**src/rtl/dcache_blocking_miss_ctrl_pkg.sv**
```systemverilog
// Shared types for the blocking dcache miss sequencer.
// Geometry: 32KB, 4-way, 32B lines. That gives 256 sets per way and a
// 64-bit data RAM holding 4 beats per line. Address split is
// {tag[18:0], set[7:0], line offset[4:0]}.
package dcache_blocking_miss_ctrl_pkg;

  localparam int BEATS_N    = 4;    // beats per line (RAM_DAT_LINE_N)
  localparam int SETS_N     = 256;  // sets per way (RAM_TAG_N)
  localparam int WAYS_N     = 4;
  localparam int LINE_OFF_W = 5;
  localparam int SET_W      = $clog2(SETS_N);
  localparam int BEAT_W     = $clog2(BEATS_N);
  localparam int TAG_W      = 32 - SET_W - LINE_OFF_W;

  typedef logic [31:0]       addr_t;
  typedef logic [WAYS_N-1:0] ways_t;
  typedef logic [TAG_W-1:0]  cache_line_tag_t;
  // Index of a line within one way, i.e. the set number.
  typedef logic [SET_W-1:0]  cache_line_off_t;
  // Beat (bank) within a line.
  typedef logic [BEAT_W-1:0] ram_dat_line_t;

  typedef struct packed {
    cache_line_off_t set;
    ram_dat_line_t   beat;
  } ram_dat_addr_t;

  typedef struct packed {
    logic            v;
    logic            d;
    cache_line_tag_t tag;
  } tag_ent_t;

  typedef struct packed {
    logic  wr;
    addr_t addr;
  } mem_cmd_t;

  typedef enum logic [2:0] {
    IDLE, WB_CMD, WB_RD, WB_DAT, FILL_CMD, FILL_DAT, TAG_WR, DONE
  } miss_state_t;

  // Line-aligned memory address from a tag and a set.
  function automatic addr_t line_addr(cache_line_tag_t tag, cache_line_off_t set);
    return {tag, set, {LINE_OFF_W{1'b0}}};
  endfunction

endpackage

```
**src/rtl/dcache_blocking_miss_ctrl.sv**
```systemverilog
// Miss sequencer for the blocking dcache.
// It accepts one miss at a time. If the victim is dirty, the victim line is
// read out of the data RAM beat by beat and written back to memory. The new
// line is then fetched and written into the data RAM. Finally the tag entry
// is written and fill_done is pulsed so the pipeline can replay.
// Ports:
//   miss_*     : miss request from the lookup pipeline (valid/ready)
//   fill_done  : one-cycle completion pulse
//   ram_dat_*  : data RAM port, 64-bit, address {set, beat}; read data
//                arrives one cycle after the read
//   ram_tag_*  : tag RAM write port, wdat {valid, dirty, tag}
//   mem_cmd_*  : line command to memory (wr=1 writeback, wr=0 fill)
//   mem_wdat_* : writeback beats (valid/ready)
//   mem_rdat_* : fill beats, no backpressure
module dcache_blocking_miss_ctrl
  import dcache_blocking_miss_ctrl_pkg::*;
(
  input  logic        clk,
  input  logic        rst_n,
  input  logic        miss_vld,
  output logic        miss_rdy,
  input  logic [31:0] miss_addr,
  input  logic [3:0]  miss_way,
  input  logic        miss_dirty,
  input  logic [18:0] miss_vtag,
  output logic        fill_done,
  output logic        ram_dat_en,
  output logic        ram_dat_wen,
  output logic [3:0]  ram_dat_way,
  output logic [9:0]  ram_dat_addr,
  output logic [63:0] ram_dat_wdat,
  input  logic [63:0] ram_dat_rdat,
  output logic        ram_tag_en,
  output logic [3:0]  ram_tag_way,
  output logic [7:0]  ram_tag_addr,
  output logic [20:0] ram_tag_wdat,
  output logic        mem_cmd_vld,
  input  logic        mem_cmd_rdy,
  output logic        mem_cmd_wr,
  output logic [31:0] mem_cmd_addr,
  output logic        mem_wdat_vld,
  input  logic        mem_wdat_rdy,
  output logic [63:0] mem_wdat,
  input  logic        mem_rdat_vld,
  input  logic [63:0] mem_rdat
);

  localparam ram_dat_line_t BEAT_LAST = ram_dat_line_t'(BEATS_N - 1);

  miss_state_t     state, state_next;
  cache_line_tag_t req_tag;
  cache_line_off_t req_set;
  ways_t           req_way;
  logic            req_dirty;
  cache_line_tag_t req_vtag;
  ram_dat_line_t   beat;
  logic [63:0]     hold_dat;
  // High on the first WB_DAT cycle, when the RAM read data is still on
  // ram_dat_rdat rather than in hold_dat.
  logic            hold_first;

  ram_dat_addr_t   dat_addr;
  tag_ent_t        tag_ent;
  mem_cmd_t        cmd;

  // The byte offset within the line plays no part in a line-granular miss.
  logic unused_addr_off;
  assign unused_addr_off = ^miss_addr[LINE_OFF_W-1:0];

  // State register
  always_ff @(posedge clk or negedge rst_n) begin
    if (!rst_n) state <= IDLE;
    else        state <= state_next;
  end

  // Next-state logic
  always_comb begin
    state_next = state;
    unique case (state)
      IDLE:     if (miss_vld) state_next = miss_dirty ? WB_CMD : FILL_CMD;
      WB_CMD:   if (mem_cmd_rdy) state_next = WB_RD;
      WB_RD:    state_next = WB_DAT;
      WB_DAT:   if (mem_wdat_rdy) state_next = (beat == BEAT_LAST) ? FILL_CMD : WB_RD;
      FILL_CMD: if (mem_cmd_rdy) state_next = FILL_DAT;
      FILL_DAT: if (mem_rdat_vld && beat == BEAT_LAST) state_next = TAG_WR;
      TAG_WR:   state_next = DONE;
      DONE:     state_next = IDLE;
      default:  state_next = IDLE;
    endcase
  end

  // Captured request, beat counter and writeback holding register.
  always_ff @(posedge clk or negedge rst_n) begin
    if (!rst_n) begin
      req_tag    <= '0;
      req_set    <= '0;
      req_way    <= '0;
      req_dirty  <= 1'b0;
      req_vtag   <= '0;
      beat       <= '0;
      hold_dat   <= '0;
      hold_first <= 1'b0;
    end else begin
      unique case (state)
        IDLE: begin
          if (miss_vld) begin
            req_tag   <= miss_addr[31 -: TAG_W];
            req_set   <= miss_addr[LINE_OFF_W +: SET_W];
            req_way   <= miss_way;
            req_dirty <= miss_dirty;
            req_vtag  <= miss_vtag;
          end
          beat <= '0;
        end
        WB_CMD, FILL_CMD: beat <= '0;
        WB_RD: hold_first <= 1'b1;
        WB_DAT: begin
          if (hold_first) begin
            hold_dat   <= ram_dat_rdat;
            hold_first <= 1'b0;
          end
          // Increment wraps 3->0 exactly when leaving for FILL_CMD.
          if (mem_wdat_rdy) beat <= beat + 1'b1;
        end
        FILL_DAT: if (mem_rdat_vld) beat <= beat + 1'b1;
        default: ;
      endcase
    end
  end

  // Output logic
  always_comb begin
    miss_rdy     = 1'b0;
    fill_done    = 1'b0;
    ram_dat_en   = 1'b0;
    ram_dat_wen  = 1'b0;
    dat_addr     = '0;
    ram_dat_wdat = '0;
    ram_tag_en   = 1'b0;
    ram_tag_addr = '0;
    tag_ent      = '0;
    cmd          = '0;
    mem_cmd_vld  = 1'b0;
    mem_wdat_vld = 1'b0;
    mem_wdat     = '0;
    unique case (state)
      IDLE: miss_rdy = 1'b1;
      WB_CMD: begin
        mem_cmd_vld = 1'b1;
        cmd         = '{wr: 1'b1, addr: line_addr(req_vtag, req_set)};
      end
      WB_RD: begin
        ram_dat_en = 1'b1;
        dat_addr   = '{set: req_set, beat: beat};
      end
      WB_DAT: begin
        mem_wdat_vld = 1'b1;
        // Forward the RAM output on the first cycle so a ready memory takes
        // the beat without an extra cycle.
        mem_wdat     = hold_first ? ram_dat_rdat : hold_dat;
      end
      FILL_CMD: begin
        mem_cmd_vld = 1'b1;
        cmd         = '{wr: 1'b0, addr: line_addr(req_tag, req_set)};
      end
      FILL_DAT: begin
        if (mem_rdat_vld) begin
          ram_dat_en   = 1'b1;
          ram_dat_wen  = 1'b1;
          dat_addr     = '{set: req_set, beat: beat};
          ram_dat_wdat = mem_rdat;
        end
      end
      TAG_WR: begin
        ram_tag_en   = 1'b1;
        ram_tag_addr = req_set;
        tag_ent      = '{v: 1'b1, d: 1'b0, tag: req_tag};
      end
      DONE: fill_done = 1'b1;
      default: ;
    endcase
  end

  assign ram_dat_addr = dat_addr;
  assign ram_dat_way  = ram_dat_en ? req_way : '0;
  assign ram_tag_way  = ram_tag_en ? req_way : '0;
  assign ram_tag_wdat = tag_ent;
  assign mem_cmd_wr   = cmd.wr;
  assign mem_cmd_addr = cmd.addr;

  // The victim way select must be one-hot when a miss is accepted.
  a_way_onehot: assert property (@(posedge clk) disable iff (!rst_n)
    (miss_vld && miss_rdy) |-> $onehot(miss_way));

endmodule

```
**config.mk**
```make
export PLATFORM = sky130hd
export DESIGN_NAME = dcache_blocking_miss_ctrl
export DESIGN_NICKNAME = d
export VERILOG_FILES = /design/src/rtl/dcache_blocking_miss_ctrl_pkg.sv /design/src/rtl/dcache_blocking_miss_ctrl.sv
export SDC_FILE = /design/constraint.sdc
export NUM_CORES = 1
export LEC_CHECK = 0
export CORE_AREA = 2 2 158 160
export CTS_BUF_LIST = sky130_fd_sc_hd__clkbuf_4 sky130_fd_sc_hd__clkbuf_8
export DETAILED_ROUTE_END_ITERATION = 8
export DIE_AREA = 0 0 160 162
export PLACE_DENSITY = 0.72
export SYNTH_ARGS = -nofsm -noshare
export SYNTH_HDL_FRONTEND = slang
export SYNTH_SLANG_ARGS = --single-unit
```
**constraint.sdc**
```tcl
create_clock -name clk -period 2.83 [get_ports clk]
set_input_delay 0.566 -clock clk [delete_from_list [all_inputs] [get_ports clk]]
set_output_delay 0.566 -clock clk [all_outputs]
set_load 0.005 [all_outputs]
```
# After elaboration in Yosys (flattened, before gate mapping)
# Index checks and enable logic that the tools add are counted.
dict set report totals {
  word_cells 63
  ff_bits 120
  output_inout_bits 215
}
dict set report classes {
  n_addsub 1
  n_eq_ne 14
  reduce_logical 9
  mux 31
}
# op count
set ops {}
lappend ops {{64-bit 2-to-1 mux} 4}
lappend ops {{33-bit case mux with 2 select lines} 1}
lappend ops {{3-bit case mux with 8 select lines} 1}
lappend ops {{21-bit 2-to-1 mux} 1}
lappend ops {{3-bit 2-to-1 mux} 7}
lappend ops {{10-bit case mux with 2 select lines} 1}
lappend ops {{3-bit == test, second input constant} 4}
lappend ops {{2-bit != test, second input constant} 6}
lappend ops {{10-bit 2-to-1 mux} 1}
lappend ops {{4-bit 2-to-1 mux} 2}
lappend ops {{8-bit 2-to-1 mux} 1}
lappend ops {{1-bit 2-to-1 mux} 7}
lappend ops {{3-bit by 2-bit == test with 1-bit output, second input constant} 2}
lappend ops {{2-bit case mux with 3 select lines} 1}
lappend ops {{5-bit AND reduction} 1}
lappend ops {{2-bit 2-to-1 mux} 2}
lappend ops {{1-bit case mux with 2 select lines} 2}
lappend ops {{3-bit by 1-bit == test with 1-bit output, second input constant} 1}
lappend ops {{3-bit logical NOT} 1}
lappend ops {{3-bit AND reduction} 1}
lappend ops {{3-bit nonzero test} 1}
lappend ops {{3-bit OR reduction} 1}
lappend ops {{2-bit by 1-bit adder with 2-bit output, second input constant} 1}
lappend ops {{2-bit == test, second input constant} 1}
lappend ops {{4 further kinds} 4}

# Logic depth before layout (Yosys ltp)
dict set report logic_depth {
  ltp_word 4
  ltp_mapped 7
  ltp_nobuf 5
}

# Worst setup path after synthesis
# OpenSTA, ideal clock, no wires.
dict set report synth_timing {
  path_kind {in2out}
  start {input port mem_rdat_vld}
  end {output port ram_dat_addr[1]}
  path_slack_ps 966
  cell_stages 5
  required_ps 2264
  arrival_time_ps 1298
  path_buffers 1
  cell_sequence {inv_1 -> nor3_2 -> nor2_1 -> clkbuf_1 -> nor2b_1}
}
dict set report synth_via {
  elab_chain_len 2
}
# element line_no
set synth_lines {}
lappend synth_lines {{from (decl)} dcache_blocking_miss_ctrl.sv:44} ;# input logic mem_rdat_vld,
lappend synth_lines {{10-bit 2-to-1 mux} dcache_blocking_miss_ctrl.sv:167} ;# if (mem_rdat_vld) begin
lappend synth_lines {{10-bit case mux with 2 select lines} dcache_blocking_miss_ctrl.sv:146} ;# unique case (state)
lappend synth_lines {{to (decl)} dcache_blocking_miss_ctrl.sv:30} ;# output logic [9:0] ram_dat_addr,
# No other way between the ends.

# Worst setup path after layout
dict set report layout_timing {
  start {register state[1]}
  end {output port ram_dat_wdat[53]}
}
dict set report layout_via {
  elab_chain_len 2
}
# element line_no
set layout_lines {}
lappend layout_lines {{from (decl)} dcache_blocking_miss_ctrl.sv:50} ;# miss_state_t state, state_next;
lappend layout_lines {{from (signal assigned)} dcache_blocking_miss_ctrl.sv:73} ;# else state <= state_next;
lappend layout_lines {{3-bit == test} dcache_blocking_miss_ctrl.sv:146}
lappend layout_lines {{64-bit 2-to-1 mux} dcache_blocking_miss_ctrl.sv:146}
lappend layout_lines {{to (decl)} dcache_blocking_miss_ctrl.sv:31} ;# output logic [63:0] ram_dat_wdat,
# No other way between the ends.

==> results.yml <==
pwr:
  power.share.combinational_pct: 54.1
  switching_share_pct: 32.2
  seq_power_share_pct: 29.4
  net-switching-power_w: 0.00360
  powerDensity_nw_per_um2: 928
  ir_worst_vdd_v: 0.000452
  power.static_leakage_nw: 5.26
  internal-power_w: 0.00759
  share_clk_of_total_power_pct: 16.5
detailed_routing:
  routedWlPerCell_um: 18.2
  via_per_inst: 4.48
  drt_first_pass_iters: 4
  drt_drc_violations_left: 0
  detail-route-antenna-nets: 0
  number_of_drc_markers_after_the_initial_detailed_route_iteration: 270
  detailroute.via_count: 5955
  route.final.wire_length_um: 24200
setup_path:
  rr_startpoint: "state[0]"
  cp_data_required_time_ns: 2.26
  path_class: "reg2out"
  critical_path_end_type: "output pin"
  worst_ep_arrival_time_ns: 2.16
  worstSetupStartpointType: "flop"
  rrSetupSlack_ns: 0.73
  timing.critical_path.fanout_max: 16
  ff2ff_path_depth: 7
  critical_path.reg2reg.endpoint: "hold_dat[1]"
placed_design:
  gp_routability_congestion: 0.909
  dpl_worst_slack_ns: -0.0510
  port_buffers: 393
  dp.final_hpwl_um: 17400
sta:
  grt_setup_unrepaired: "no"
  final_min_period_over_clock_period_pct: 96.4
  worst_pin_slew_ns: 0.516
  layout_setup_ws_ns: 0.101
  setup-tns-final_ns: 0
  setup_viol: 0
  maxSlewHeadroom_pct: 65.6
  finalClockSkew_ns: 0.0106
  report.final.slew_viol_count: 0
  max_clock_freq_mhz: 366
  finalHoldViolCount: 0
  post-route-min-period_ns: 2.73
clock_network:
  worst_skew_pair.late_latency_ns: 0.44
  clockRootBuffer: "sky130_fd_sc_hd__clkbuf_8"
  holdBufCountCts: 0
  clock_path_buffers: 2
  tritoncts.num_buffers: 17
  cts.htree.levels: 4
  cts.sinks: 120
  clkSlewWorstSetupHoldPaths_ns: 0.08
  tritoncts: "done"
worst_hold_path:
  hold_path.class: "in2async"
run_status:
  outcome: "completed"
synth:
  netlist_instances: 601
  yosys.area.top_type: "sky130_fd_sc_hd__dfrtp_1"
  yosysMostFrequentCell: "sky130_fd_sc_hd__dfrtp_1"
  yosys_warnings: 0
  synth_top_area_share_pct: 41.9
  syn_area_per_cell_sq_um: 11.9
  ys_top_cells_by_count: "120 x sky130_fd_sc_hd__dfrtp_1, 110 x sky130_fd_sc_hd__mux2_4, 104 x sky130_fd_sc_hd__and2_1"
  synth-seq-area-share_pct: 41.9
  synth_top_area_cells: "sky130_fd_sc_hd__dfrtp_1 42%, sky130_fd_sc_hd__mux2_4 23%, sky130_fd_sc_hd__and2_1 9.1%"
  dominantRegCellSynth: "sky130_fd_sc_hd__dfrtp_1"
  synth-edff-count: 0
  syn_area_sq_um: 7170
  synth_async_sr_flop_share_pct: 100
  synth_cell_types: 40
  ys_ff_latch: 120
global_route:
  grt_remaining_overflow: 0
  antenna_found_initial: 4
  first_global_vias: 6265
  grt_pass1_wl_um: 36300
  grt.total_usage_pct: 18.0
  grt_start_max_net_pins: 67
finish:
  num-nets-final: 1183
  num-fill-cells: 2203
  antennaDiodeCount: 0
  layout-area-overhead-vs-synth_pct: 68.1
  layout_cells_sized_above_1_pct: 19.4
floorplanning:
  die_area_sq_um: 25900
  initial_core_util_pct: 29.8
  core.rowCount: 57
  core_area_sq_um: 24100
  chipWidth_um: 160
  floorplan.io_pins: 405
  die-height_um: 162
flow_run:
  drv.max_cap_violation_count: 0
power groups by stage:
stage	registers [W]	clock network (W)	logic (W)
after detailed placement	0.00330	0	0.00600
after floorplan	0.00300	0	0.00365
final	0.00329	0.00185	0.00605
after global placement	0.00327	0	0.00593
after CTS	0.00329	0.00192	0.00605
after global routing	0.00341	0.00198	0.00650
area by class of cell:
type                            count  area, sq um  area share, %
Clock buffer                       19          249           2.06
Multi-Input combinational cell    427         3830           31.8
Sequential cell                   120         3010           25.0
Inverter                            5         21.3          0.176
Tap cell                          324          405           3.36
Timing Repair Buffer              421         4320           35.8
Clock inverter                     13          218           1.81
placed cells by master (no fill, tap or decap), types with 3 or more instances in the layout:
master | Yosys | routed
sky130_fd_sc_hd__a21oi_1 | 3 | 3
sky130_fd_sc_hd__a22o_1 | 19 | 17
sky130_fd_sc_hd__and2_1 | 104 | 103
sky130_fd_sc_hd__buf_12 | 0 | 10
sky130_fd_sc_hd__buf_4 | 11 | 14
sky130_fd_sc_hd__bufinv_16 | 0 | 5
sky130_fd_sc_hd__clkbuf_8 | 0 | 17
sky130_fd_sc_hd__clkdlybuf4s50_1 | 0 | 389
sky130_fd_sc_hd__clkinv_4 | 0 | 3
sky130_fd_sc_hd__conb_1 | 1 | 6
sky130_fd_sc_hd__dfrtp_1 | 120 | 116
sky130_fd_sc_hd__dfrtp_2 | 0 | 3
sky130_fd_sc_hd__inv_1 | 4 | 3
sky130_fd_sc_hd__inv_6 | 0 | 3
sky130_fd_sc_hd__mux2_2 | 6 | 6
sky130_fd_sc_hd__mux2_4 | 110 | 110
sky130_fd_sc_hd__mux2i_1 | 65 | 65
sky130_fd_sc_hd__nand2_1 | 4 | 4
sky130_fd_sc_hd__nor2_1 | 69 | 68
sky130_fd_sc_hd__nor2b_1 | 13 | 12
worst max path at each step:
stage                       startpoint               end  slack [ns]
after floorplan           mem_rdat_vld   ram_dat_addr[1]        0.97
after global placement    mem_rdat_vld    ram_dat_way[3]       -0.04
after detailed placement  mem_rdat_vld   ram_dat_addr[1]       -0.05
after CTS                 mem_rdat_vld    ram_dat_way[3]      -0.003
after global routing          state[2]  ram_dat_wdat[40]       0.006
final                         state[1]  ram_dat_wdat[53]        0.10
registers in the layout, indices dropped and copies added, names as in the netlist:
register	count
beat	2
hold_dat	64
hold_first	1
req_set	8
req_tag	19
req_vtag	19
req_way	4
state	3
through the flow:
step	hold WS (ns)	total power (W)	cell area [sq um]	instances	utilization (%)
after floorplan	0.270	0.00665	7190	606	-
after global placement	0.486	0.00920	11500	1291	47.6
after detailed placement	0.491	0.00930	11500	1291	47.6
after CTS	0.0736	0.0113	11900	1324	49.6
after global routing	0.0924	0.0119	12100	1329	50.0
final	0.0911	0.0112	12100	1329	50.0
worst max-delay path, cell delays in order (launching register included):
cell                              delay, ns
sky130_fd_sc_hd__dfrtp_2               0.51
sky130_fd_sc_hd__nor3_4                0.23
sky130_fd_sc_hd__buf_6                 0.17
sky130_fd_sc_hd__clkbuf_16             0.17
sky130_fd_sc_hd__and2_1                0.13
sky130_fd_sc_hd__clkdlybuf4s50_1       0.51
repair_timing:
| action | CTS | global route |
|---|---|---|
| buffers inserted | 1 | 2 |
| gates cloned | 0 | 3 |
| setup endpoints to repair | 128 | 87 |
| resized for setup | 5 | 9 |
| pin swaps | 1 | 1 |
metal layers:
metal  wire, um  GRT usage [%]  part of all wire [%]  up-vias
li1           -              -                     -     2804
met1      10700           23.1                    44     2896
met2      11200           28.8                    46      225
met3       1980           7.00                   8.2       24
met4        295           3.85                   1.2        6
met5         46              0                  0.19        -
logic make-up after synthesis:
group	Yosys count	synth area share, %
flops	120	41.9
xor+xnor	2	0.244
mux	181	33.0
other cells	1	0.0523
compound gates	31	3.47
fa+ha+maj	1	0.174
simple gates	206	15.7
buf+inv	59	5.48
Note: power is estimated with default switching activity, not from simulation.
